==> src/rtl/nano_pkg.sv <==
// Shared definitions for the nano_top peripherals.
package nano_pkg;

    typedef enum logic [1:0] {
        IDLE,
        START,
        DATA,
        STOP
    } uart_state_t;

    localparam int UART_DATA_BITS = 8;
    localparam int UART_STOP_BITS = 1;

endpackage

==> src/rtl/nano_fifo.sv <==
// Single-clock FIFO with occupancy counter. Pushes when full and pops when
// empty are ignored, so callers may leave the strobes unguarded.
module nano_fifo #(
    parameter int DEPTH = 8,
    parameter int WIDTH = 8
) (
    input  logic                     clock,
    input  logic                     sreset,
    input  logic                     push,
    input  logic [WIDTH-1:0]         push_data,
    input  logic                     pop,
    output logic [WIDTH-1:0]         pop_data,
    output logic                     full,
    output logic                     empty,
    output logic [$clog2(DEPTH):0]   level
);

    localparam int AW = $clog2(DEPTH);
    localparam logic [AW:0] FULL_LEVEL = (AW + 1)'(DEPTH);

    logic [WIDTH-1:0] mem [DEPTH];
    logic [AW-1:0]    wr_ptr;
    logic [AW-1:0]    rd_ptr;
    logic             do_push;
    logic             do_pop;

    assign do_push = push & ~full;
    assign do_pop  = pop & ~empty;

    // NOTE: the storage array is deliberately left out of reset; the level
    // counter already marks every entry invalid, and a reset RAM cannot map
    // onto block or distributed memory.
    always_ff @(posedge clock) begin
        if (do_push) begin
            mem[wr_ptr] <= push_data;
        end
    end

    // NOTE: state registers use non-blocking assignment so every flop samples
    // pre-edge values, independent of the order of statements and processes.
    always_ff @(posedge clock or posedge sreset) begin
        if (sreset) begin
            wr_ptr <= '0;
            rd_ptr <= '0;
            level  <= '0;
        end else begin
            if (do_push) wr_ptr <= wr_ptr + 1'b1;
            if (do_pop)  rd_ptr <= rd_ptr + 1'b1;
            case ({do_push, do_pop})
                2'b10:   level <= level + 1'b1;
                2'b01:   level <= level - 1'b1;
                default: level <= level;
            endcase
        end
    end

    assign pop_data = mem[rd_ptr];
    assign full     = (level == FULL_LEVEL);
    assign empty    = (level == '0);

endmodule

==> src/rtl/nano_uart_tx.sv <==
// 8N1 UART transmitter fed by a byte FIFO; frames are sent back to back while
// the FIFO has data.
module nano_uart_tx
    import nano_pkg::*;
#(
    parameter int CLKS_PER_BIT = 434,
    parameter int FIFO_DEPTH   = 8
) (
    input  logic                          clock,
    input  logic                          sreset,
    input  logic                          wr_en,
    input  logic [7:0]                    wr_data,
    output logic                          full,
    output logic [$clog2(FIFO_DEPTH):0]   level,
    output logic                          busy,
    output logic                          overflow,
    output logic                          txd
);

    localparam int TW = $clog2(CLKS_PER_BIT);
    localparam logic [TW-1:0] TIMER_LOAD = TW'(CLKS_PER_BIT - 1);
    localparam logic [2:0]    LAST_DATA  = 3'(UART_DATA_BITS - 1);
    localparam logic [2:0]    LAST_STOP  = 3'(UART_STOP_BITS - 1);

    uart_state_t   state;
    uart_state_t   state_next;
    logic [TW-1:0] timer;
    logic [2:0]    bit_idx;
    logic [7:0]    shift;
    logic [7:0]    head;
    logic          fifo_empty;
    logic          pop;
    logic          bit_end;

    nano_fifo #(
        .DEPTH (FIFO_DEPTH),
        .WIDTH (8)
    ) u_fifo (
        .clock     (clock),
        .sreset    (sreset),
        .push      (wr_en),
        .push_data (wr_data),
        .pop       (pop),
        .pop_data  (head),
        .full      (full),
        .empty     (fifo_empty),
        .level     (level)
    );

    assign bit_end = (timer == '0);

    always_ff @(posedge clock or posedge sreset) begin
        if (sreset) state <= IDLE;
        else        state <= state_next;
    end

    // NOTE: every output of this block gets a default first, so no path
    // through the case statement leaves a value held and no latch is inferred.
    always_comb begin
        state_next = state;
        pop        = 1'b0;
        case (state)
            IDLE: begin
                if (!fifo_empty) begin
                    state_next = START;
                    pop        = 1'b1;
                end
            end
            START: if (bit_end) state_next = DATA;
            DATA:  if (bit_end && bit_idx == LAST_DATA) state_next = STOP;
            STOP: begin
                // Popping on the last stop cycle keeps consecutive frames contiguous.
                if (bit_end && bit_idx == LAST_STOP) begin
                    if (!fifo_empty) begin
                        state_next = START;
                        pop        = 1'b1;
                    end else begin
                        state_next = IDLE;
                    end
                end
            end
            default: state_next = IDLE;
        endcase
    end

    always_ff @(posedge clock or posedge sreset) begin
        if (sreset) begin
            timer    <= '0;
            bit_idx  <= '0;
            shift    <= '0;
            overflow <= 1'b0;
        end else begin
            if (wr_en && full) overflow <= 1'b1;
            if (pop) begin
                shift <= head;
                timer <= TIMER_LOAD;
            end else if (state != IDLE) begin
                if (bit_end) begin
                    timer <= TIMER_LOAD;
                    case (state)
                        DATA: begin
                            shift   <= shift >> 1;
                            bit_idx <= (bit_idx == LAST_DATA) ? 3'd0 : bit_idx + 3'd1;
                        end
                        STOP:    bit_idx <= (bit_idx == LAST_STOP) ? 3'd0 : bit_idx + 3'd1;
                        default: bit_idx <= 3'd0;
                    endcase
                end else begin
                    timer <= timer - 1'b1;
                end
            end
        end
    end

    // txd depends only on state, so reset drives the line high without a clock.
    always_comb begin
        case (state)
            START:   txd = 1'b0;
            DATA:    txd = shift[0];
            default: txd = 1'b1;
        endcase
        busy = (state != IDLE) || (level != '0);
    end

endmodule

==> config.mk <==
export PLATFORM = sky130hd
export DESIGN_NAME = nano_uart_tx
export DESIGN_NICKNAME = d
export VERILOG_FILES = /design/src/rtl/nano_pkg.sv /design/src/rtl/nano_fifo.sv /design/src/rtl/nano_uart_tx.sv
export SDC_FILE = /design/constraint.sdc
export NUM_CORES = 1
export LEC_CHECK = 0
export CORE_ASPECT_RATIO = 1.75
export CORE_MARGIN = 3
export CORE_UTILIZATION = 54
export DETAILED_ROUTE_END_ITERATION = 8
export PLACE_DENSITY = 0.75
export SYNTH_ARGS = -nofsm -noshare
export SYNTH_HDL_FRONTEND = slang
export SYNTH_SLANG_ARGS = --single-unit
==> constraint.sdc <==
create_clock -name clock -period 2.7 [get_ports clock]
set_clock_uncertainty 0.05 [all_clocks]
set_input_delay 0.27 -clock clock [delete_from_list [all_inputs] [get_ports clock]]
set_output_delay 0.27 -clock clock [all_outputs]
set_load 0.03 [all_outputs]
==> results of run 1 <==
==> Yosys cell counts, drive strengths merged, types with 4 or more instances <==
cell type,count
nand2,14
nor4b,4
o21ai,6
ha,15
edfxtp,64
buf,7
xor2,5
dfrtp,33
or4,5
nor3,5
mux2i,26
a21oi,10
nand2b,6
inv,13
nor2,15
mux4,16
==> logic make-up (layout without fill, tap and decap cells) <==
group / count (synthesis) / after routing / share of synthesized area, %
xor gates and xnor gates: 8 / 8 / 1.59
adders and majority gates: 15 / 15 / 4.27
AOI/OAI and AO/OA: 35 / 35 / 5.35
muxes: 44 / 44 / 14.6
and+or+nand+nor: 66 / 66 / 9.16
DFF: 97 / 97 / 62.5
buffers and inverters: 22 / 75 / 2.56
==> what timing repair did <==
| item | in CTS | in global routing |
|---|---|---|
| pin swaps | 0 | 7 |
| endpoints found under the setup margin | 1 | 3 |
| setup buffers | 1 | 7 |
| gates resized for setup | 0 | 10 |
==> how the worst min path moves through the flow <==
stage                     cells past startpoint               end  slack (ns)       start
final                                         3   u_fifo.level[0]        0.27      sreset
after global routing                          3   u_fifo.level[1]        0.33      sreset
after CTS                                     3  u_fifo.wr_ptr[2]        0.29      sreset
after detailed placement                      1          overflow        0.40    overflow
after global placement                        1          overflow        0.39    overflow
after floorplan                               0  u_fifo.mem[0][0]        0.32  wr_data[0]
==> area by class of cell <==
| class | count | area [um^2] | share of cell area, % |
|---|---|---|---|
| sequential | 97 | 2750 | 52.7 |
| tap | 90 | 113 | 2.16 |
| inverter | 13 | 53.8 | 1.03 |
| clock inverter | 7 | 82.6 | 1.58 |
| multi-input combinational | 168 | 1600 | 30.7 |
| clock buffer | 9 | 225 | 4.32 |
| timing repair buffer | 46 | 390 | 7.48 |
==> routing by layer <==
metal | routed length (um) | vias up | track usage [%]
li1 | - | 1207 | -
met1 | 3050 | 1310 | 21.9
met3 | 163 | 16 | 4.02
met5 | 0 | - | 0
met2 | 4770 | 30 | 34.4
met4 | 192 | 0 | 8.28
==> state kept, by name (all words and copies together), names as in the netlist <==
name           cells
bit_idx            3
overflow           1
shift              8
state              2
timer              9
u_fifo.level       4
u_fifo.mem        64
u_fifo.rd_ptr      3
u_fifo.wr_ptr      3
==> power by group through the flow <==
stage	clock network, mW	logic, mW	registers, mW
3_5_place_dp	0	2.12	2.31
3_3_place_gp	0	2.05	2.28
6_report	1.29	2.21	2.27
4_1_cts	1.32	2.14	2.28
2_1_floorplan	0	1.50	2.29
5_1_grt	1.37	2.43	2.32
==> metrics by stage <==
stage | hold slack (ns) | instance area [um^2] | worst slack (ns) | cells | power, mW
after floorplan | 0.319 | 4430 | 0.00427 | 287 | 3.79
after global placement | 0.387 | 4810 | 0.114 | 406 | 4.33
after detailed placement | 0.398 | 4810 | -0.0409 | 406 | 4.43
after CTS | 0.289 | 5130 | 0.0164 | 423 | 5.73
after global routing | 0.326 | 5220 | -0.109 | 430 | 6.12
final | 0.271 | 5220 | 0.0281 | 430 | 5.77
==> tightest hold or removal path: cells and delay by family <==
kind	cells	cell delay, ns
buffers and inverters	3	0.82
==> impl_metrics.toml, run 1 <==
[timing]
timing.final.crit_period_ns = 2.67
period_share_pct = 99.0
slew_headroom_pct = 48.5
setup_viol = 0
max_clock_freq_ghz = 0.374
fin_setup_tns_ns = 0
finalHoldViolCount = 0
rsz0062_at_grt = "yes"
worst_slew_pin_slew_ns = 0.773
finalMaxSlewViolations = 0

[floorplan]
initial_utilization_pct = 55.6
rows = 43
die_h_um = 125
ios = 19
die_area_um2 = 9310
coreArea_um2 = 7910
fp.dieW_um = 74.2

[power_and_ir_drop]
p_comb_share_pct = 38.3
total_leakage_power_nw = 1.99
clock_power_share_pct = 22.3
sw_frac_of_total_pct = 34.5
internal-power_mw = 3.78
ir_drop_mv = 0.595
seq_power_share_pct = 39.4
cellPowerDensity_nw_per_um2 = 1110
p_switching_mw = 1.99

[final_layout]
post-route-util_pct = 66.0
layout.cells.most_common = "edfxtp_1"
fillers = 542
syn2layout_area_growth_pct = 18.6
n_antenna_cell = 0
layout_common_cells = "edfxtp_1, dfrtp_1, buf_4"
drive_gt1_share_pct = 24.1
nNetsFinal = 361

[placement]
globalplace.congestion = 0.793
portBuffers = 18
hpwl_um = 5650

[setup_path]
timing.rr.start = "timer[0]"
timing.critical_path.from = "timer[0]"
slowest_stage = "dfrtp_1"
start_kind = "flip-flop"
path_max_fanout = 5
r2r_cells = 13
crit_required_ns = 2.90
path_delay_family = "simple AND/OR/NAND/NOR gates"
crit_path_end = "u_fifo.level[2]"
crit_chain = "inv_2, ha_4, nor4b_4, a31oi_2, or3_4, clkinv_4, ha_4, xor2_2, ha_2, a21oi_2, xor2_1, nor2_1, xor2_1"
end_kind = "flip-flop"
path_class = "flip-flop to flip-flop"
arrival_ns = 2.87
r2r_slack_ns = 0.03
r2r-end = "u_fifo.level[2]"
crit_cells = 13
critPathMaxStageDelay_ns = 0.43
path_buf_inv = 2

[routing]
drtAntennaViolNets = 0
wl_um = 8170
via_per_inst = 5.96
dr.pass1.iters = 4
drt_first_iter_violations = 127
via_count = 2563
drc = 0
wl_per_cell_um = 19.0

[synthesis]
synthTopCellsByArea = "edfxtp_1, dfrtp_1, mux4_2"
synth.distinct_cells = 57
synth-async-reset-ratio_pct = 34.0
synth_largest_area_cell = "edfxtp_1"
synthCells = 287
syn-num-nets = 313
yosysWarnings = 0
syn_area_per_cell_um2 = 15.3
yosys.area.top_type_share_pct = 43.7
synth_area_um2 = 4400
synth-main-ff-cell = "edfxtp_1"
yosysSeqAreaShare_pct = 62.5
synth_edf_count = 64
ys_ff_latch = 97

[clock_tree]
clk_latency_ns = 0.34
cts_inserted_buffers = 9
clockBufferDepth = 2
cts_hold_buf = 0
htree_levels = 3
cts_tree = "built"
clk_pin_slew_worst_paths_ns = 0.07
root_buffer = "clkbuf_16"
cts_sinks = 97

[global_routing]
globalRoute.totalOverflow = 0
grt_max_degree = 34
grt_pass1_vias = 2719
antenna_found_initial = 0
grt.total_usage_pct = 19.4
grt_pass1_wl_um = 13400

[flow_run]
drv_cap = 0

[status]
outcome = "complete, no violations"

[min_path]
min_path_type = "primary input to asynchronous set/reset pin"
Note: power is estimated with default switching activity, not from simulation.
==> run 2, diff against run 1 <==
--- a/config.mk
+++ b/config.mk
@@ -7,9 +7,9 @@
 export LEC_CHECK = 0
 export CORE_ASPECT_RATIO = 1.75
 export CORE_MARGIN = 3
-export CORE_UTILIZATION = 54
+export CORE_UTILIZATION = 55
 export DETAILED_ROUTE_END_ITERATION = 8
-export PLACE_DENSITY = 0.75
+export PLACE_DENSITY = 0.73
 export SYNTH_ARGS = -nofsm -noshare
 export SYNTH_HDL_FRONTEND = slang
 export SYNTH_SLANG_ARGS = --single-unit
==> constraint.sdc (replaced) <==
create_clock -name clock -period 3.15 [get_ports clock]
set_clock_uncertainty 0.05 [all_clocks]
set_input_delay 0.315 -clock clock [delete_from_list [all_inputs] [get_ports clock]]
set_output_delay 0.315 -clock clock [all_outputs]
set_load 0.03 [all_outputs]
==> run 2 against run 1 <==
Net effect:
- global-route usage is essentially flat
- routed wire length is 3.4% lower
- setup slack improved by 0.30 ns
- critical endpoint unchanged
==> impl_metrics.toml, run 2 (synthesis gave the netlist of run 1 again) <==
[global_routing]
antenna_found_initial = 0
globalRoute.totalOverflow = 0
grt_pass1_vias = 2648
grt_max_degree = 34
grt_pass1_wl_um = 13300
grt.total_usage_pct = 19.4

[setup_path]
start_kind = "flip-flop"
path_class = "flip-flop to flip-flop"
path_max_fanout = 6
end_kind = "flip-flop"
crit_required_ns = 3.32
arrival_ns = 2.99

[final_layout]
post-route-util_pct = 66.1
fin_cells = 415
layout_common_cells = "edfxtp_1, dfrtp_1, mux2i_1"
n_antenna_cell = 0
final_area_um2 = 5070
fillers = 554
drive_gt1_share_pct = 18.3
layout.cells.most_common = "edfxtp_1"
syn2layout_area_growth_pct = 15.3
largest_reg_flops = 64
regMostFlops = "u_fifo.mem"
nNetsFinal = 348
top_regs = "u_fifo.mem x64, timer x9, shift x8"

[clock_tree]
htree_levels = 3
cts-resized-gates = 0
cts_inserted_buffers = 9
postCtsSetupRepairBufs = 0
cts_sinks = 97
clk_pin_slew_worst_paths_ns = 0.07
clockBufferDepth = 2
cts_hold_buf = 0
root_buffer = "clkbuf_16"
clk_latency_ns = 0.34
cts_tree = "built"

[floorplan]
initial_utilization_pct = 57.3
ios = 19
die_area_um2 = 9150
rows = 42
coreArea_um2 = 7670
fp.dieW_um = 73.6
die_h_um = 124

[routing]
wl_um = 7900
dr.pass1.iters = 5
drc = 0
drt_first_iter_violations = 98
drtAntennaViolNets = 0
via_count = 2478
wl_per_cell_um = 19.0
via_per_inst = 5.97

[min_path]
min_path_type = "primary input to asynchronous set/reset pin"

[timing]
max_clock_freq_ghz = 0.354
finalWorstSetupSlack_ns = 0.328
slew_headroom_pct = 46.9
holdWs_ns = 0.308
rsz0062_at_grt = "no"
fin_setup_tns_ns = 0
finalMaxSlewViolations = 0
period_share_pct = 89.6
setup_viol = 0
finalHoldViolCount = 0
timing.final.crit_period_ns = 2.82
worst_slew_pin_slew_ns = 0.796

[placement]
dp_slack_ns = 0.241
hpwl_um = 5670
portBuffers = 18
globalplace.congestion = 0.808
dp_cells = 399
placed_cell_area_um2 = 4750

[power_and_ir_drop]
ir_drop_mv = 0.466
finalPower_mw = 4.78
cellPowerDensity_nw_per_um2 = 943
total_leakage_power_nw = 1.92

[status]
outcome = "complete, no violations"

[flow_run]
drv_cap = 0
run 2: final timing paths:
path | cells after the start | slack (ns) | startpoint | end
max reg2reg | 13 | 0.33 | timer[0] | u_fifo.level[2]
max in group asynchronous | 3 | 2.42 | sreset | shift[6]
min | 3 | 0.31 | sreset | u_fifo.level[3]
min reg2reg | 1 | 0.41 | overflow | overflow
min in group clock | 1 | 0.41 | overflow | overflow
max | 13 | 0.33 | timer[0] | u_fifo.level[2]
run 2: layer usage:
layer / wire length [um] / track usage (%)
met2: 4480 / 33.7
met4: 255 / 9.93
met3: 167 / 3.47
met1: 2990 / 21.8
met5: 0 / 0
run 2: area by class of cell:
type	count	area (um^2)	share of cell area, %
clock inverters	7	91.3	1.80
clock buffers	9	225	4.44
repair buffers	33	293	5.77
flip-flops and latches	97	2750	54.2
inverters	13	53.8	1.06
well taps	88	110	2.17
multi-input cells	168	1550	30.6
run 2: worst max-delay path, stage by stage (launching register included):
cell     delay (ns)
dfrtp_1        0.42
inv_1          0.10
ha_1           0.17
nor4b_4        0.30
a31oi_1        0.16
or3_4          0.41
inv_6          0.07
ha_1           0.24
xor2_1         0.09
ha_1           0.18
a21oi_1        0.14
xor2_1         0.16
nor2_1         0.07
xor2_1         0.14
run 2: where the power goes:
group	switching (mW)	internal, mW
combinational	0.852	0.826
sequential	0.314	1.68
clock	0.474	0.631
==> run 3, diff against run 2 <==
--- a/config.mk
+++ b/config.mk
@@ -7,9 +7,8 @@
 export LEC_CHECK = 0
 export CORE_ASPECT_RATIO = 1.75
 export CORE_MARGIN = 3
-export CORE_UTILIZATION = 55
+export CORE_UTILIZATION = 45
 export DETAILED_ROUTE_END_ITERATION = 8
-export PLACE_DENSITY = 0.73
 export SYNTH_ARGS = -nofsm -noshare
 export SYNTH_HDL_FRONTEND = slang
 export SYNTH_SLANG_ARGS = --single-unit
==> run 3 against run 2 <==
Net effect:
- global-route usage decreased by 2.7 points
- sequential power about the same
- clock power grew 5%
- largest power group unchanged
==> impl_metrics.toml, run 3 (synthesis gave the netlist of run 1 again) <==
[power_and_ir_drop]
ir_drop_mv = 0.479
cellPowerDensity_nw_per_um2 = 950
total_leakage_power_nw = 1.93

[final_layout]
syn2layout_area_growth_pct = 16.5
n_antenna_cell = 0
regMostFlops = "u_fifo.mem"
final_area_um2 = 5120
post-route-util_pct = 53.8
fillers = 815
layout.cells.most_common = "edfxtp_1"
largest_reg_flops = 64
multiInputGateArea_um2 = 1550
top_regs = "u_fifo.mem x64, timer x9, shift x8"
fin_cells = 449
nNetsFinal = 348
drive_gt1_share_pct = 18.3
seq_area_um2 = 2750
layout_common_cells = "edfxtp_1, dfrtp_1, mux2i_1"

[flow_run]
drv_cap = 0

[clock_tree]
clockBufferDepth = 2
cts_inserted_buffers = 9
cts_hold_buf = 0
htree_levels = 3
cts-resized-gates = 0
postCtsSetupRepairBufs = 0
root_buffer = "clkbuf_16"
clk_pin_slew_worst_paths_ns = 0.07
clk_latency_ns = 0.34
cts_sinks = 97
cts_tree = "built"

[timing]
slew_headroom_pct = 46.3
fin_setup_tns_ns = 0
finalMaxSlewViolations = 0
finalHoldViolCount = 0
rsz0062_at_grt = "no"
max_clock_freq_ghz = 0.356
finalWorstSetupSlack_ns = 0.344
timing.final.crit_period_ns = 2.81
period_share_pct = 89.1
worst_slew_pin_slew_ns = 0.805
setup_viol = 0

[floorplan]
initial_utilization_pct = 46.2
coreArea_um2 = 9530
ios = 19
die_area_um2 = 11000
fp.dieW_um = 80.7
die_h_um = 137
rows = 47

[global_routing]
grt_max_degree = 34
grt_pass1_wl_um = 13400
antenna_found_initial = 0
globalRoute.totalOverflow = 0
grt_pass1_vias = 2597
grt.total_usage_pct = 16.7

[routing]
via_count = 2494
drc = 0
via_per_inst = 5.55
drtAntennaViolNets = 0
wl_um = 8310
drt_first_iter_violations = 79
dr.pass1.iters = 4
wl_per_cell_um = 18.5

[status]
outcome = "complete, no violations"

[setup_path]
crit_path_end = "u_fifo.level[2]"
timing.rr.start = "timer[0]"
arrival_ns = 2.98
r2r-end = "u_fifo.level[2]"
end_kind = "flip-flop"
timing.critical_path.from = "timer[0]"
r2r_slack_ns = 0.34
crit_required_ns = 3.33
r2r_cells = 13
path_max_fanout = 6
path_class = "flip-flop to flip-flop"
start_kind = "flip-flop"

[placement]
globalplace.congestion = 0.855
portBuffers = 18
dp_cells = 433
placed_cell_area_um2 = 4790
hpwl_um = 5850
dp_slack_ns = 0.271

[min_path]
min_path_type = "primary input to asynchronous set/reset pin"
==> run 3: changes by cell type in the layout (fill, tap and decap cells not counted) <==
cell / before / now
clkinv_4: 3 / 1
clkinv_8: 1 / 0
clkinvlp_4: 1 / 2
bufinv_16: 1 / 2
inv_8: 1 / 0
inv_6: 1 / 3
==> run 3: worst min path at each step <==
stage               start  slack [ns]                to
2_1_floorplan  wr_data[0]        0.36  u_fifo.mem[0][0]
3_3_place_gp     overflow        0.39          overflow
3_5_place_dp     overflow        0.40          overflow
4_1_cts            sreset        0.32          overflow
5_1_grt            sreset        0.35  u_fifo.wr_ptr[2]
6_report           sreset        0.31          overflow
==> run 3: final cells by class <==
class	count	share of cell area, %
flip-flops and latches	97	53.6
clock inverters	7	1.98
clock buffers	9	4.40
inverters	13	1.05
well taps	122	2.98
repair buffers	33	5.71
multi-input cells	168	30.3
==> run 3: critical path, stage by stage, from the launching register on <==
cell and delay [ns]:
dfrtp_1 0.42, inv_1 0.09, ha_1 0.17, nor4b_4 0.29, a31oi_1 0.16, or3_4 0.41, inv_6 0.07, ha_1 0.25
xor2_1 0.10, ha_1 0.18, a21oi_1 0.14, xor2_1 0.15, nor2_1 0.06, xor2_1 0.14
==> run 3: power by group <==
| group | internal, mW | switching [mW] | total [mW] |
|---|---|---|---|
| clock | 0.702 | 0.472 | 1.17 |
| combinational | 0.833 | 0.893 | 1.73 |
| sequential | 1.68 | 0.285 | 1.97 |
| total | 3.22 | 1.65 | 4.87 |
==> run 3: metal layers <==
metal	vias to the layer above	GRT usage (%)	routed length, um
met1	1276	18.6	3350
met2	38	30.2	4620
met5	-	0	0
met4	0	6.11	148
li1	1170	-	-
met3	10	4.22	192
==> run 3: metrics by stage <==
stage / power [mW] / hold slack [ns]
global route: 5.16 / 0.351
CTS: 4.93 / 0.320
detailed placement: 3.75 / 0.403
finish: 4.87 / 0.306
global placement: 3.71 / 0.388
floorplan: 3.21 / 0.364
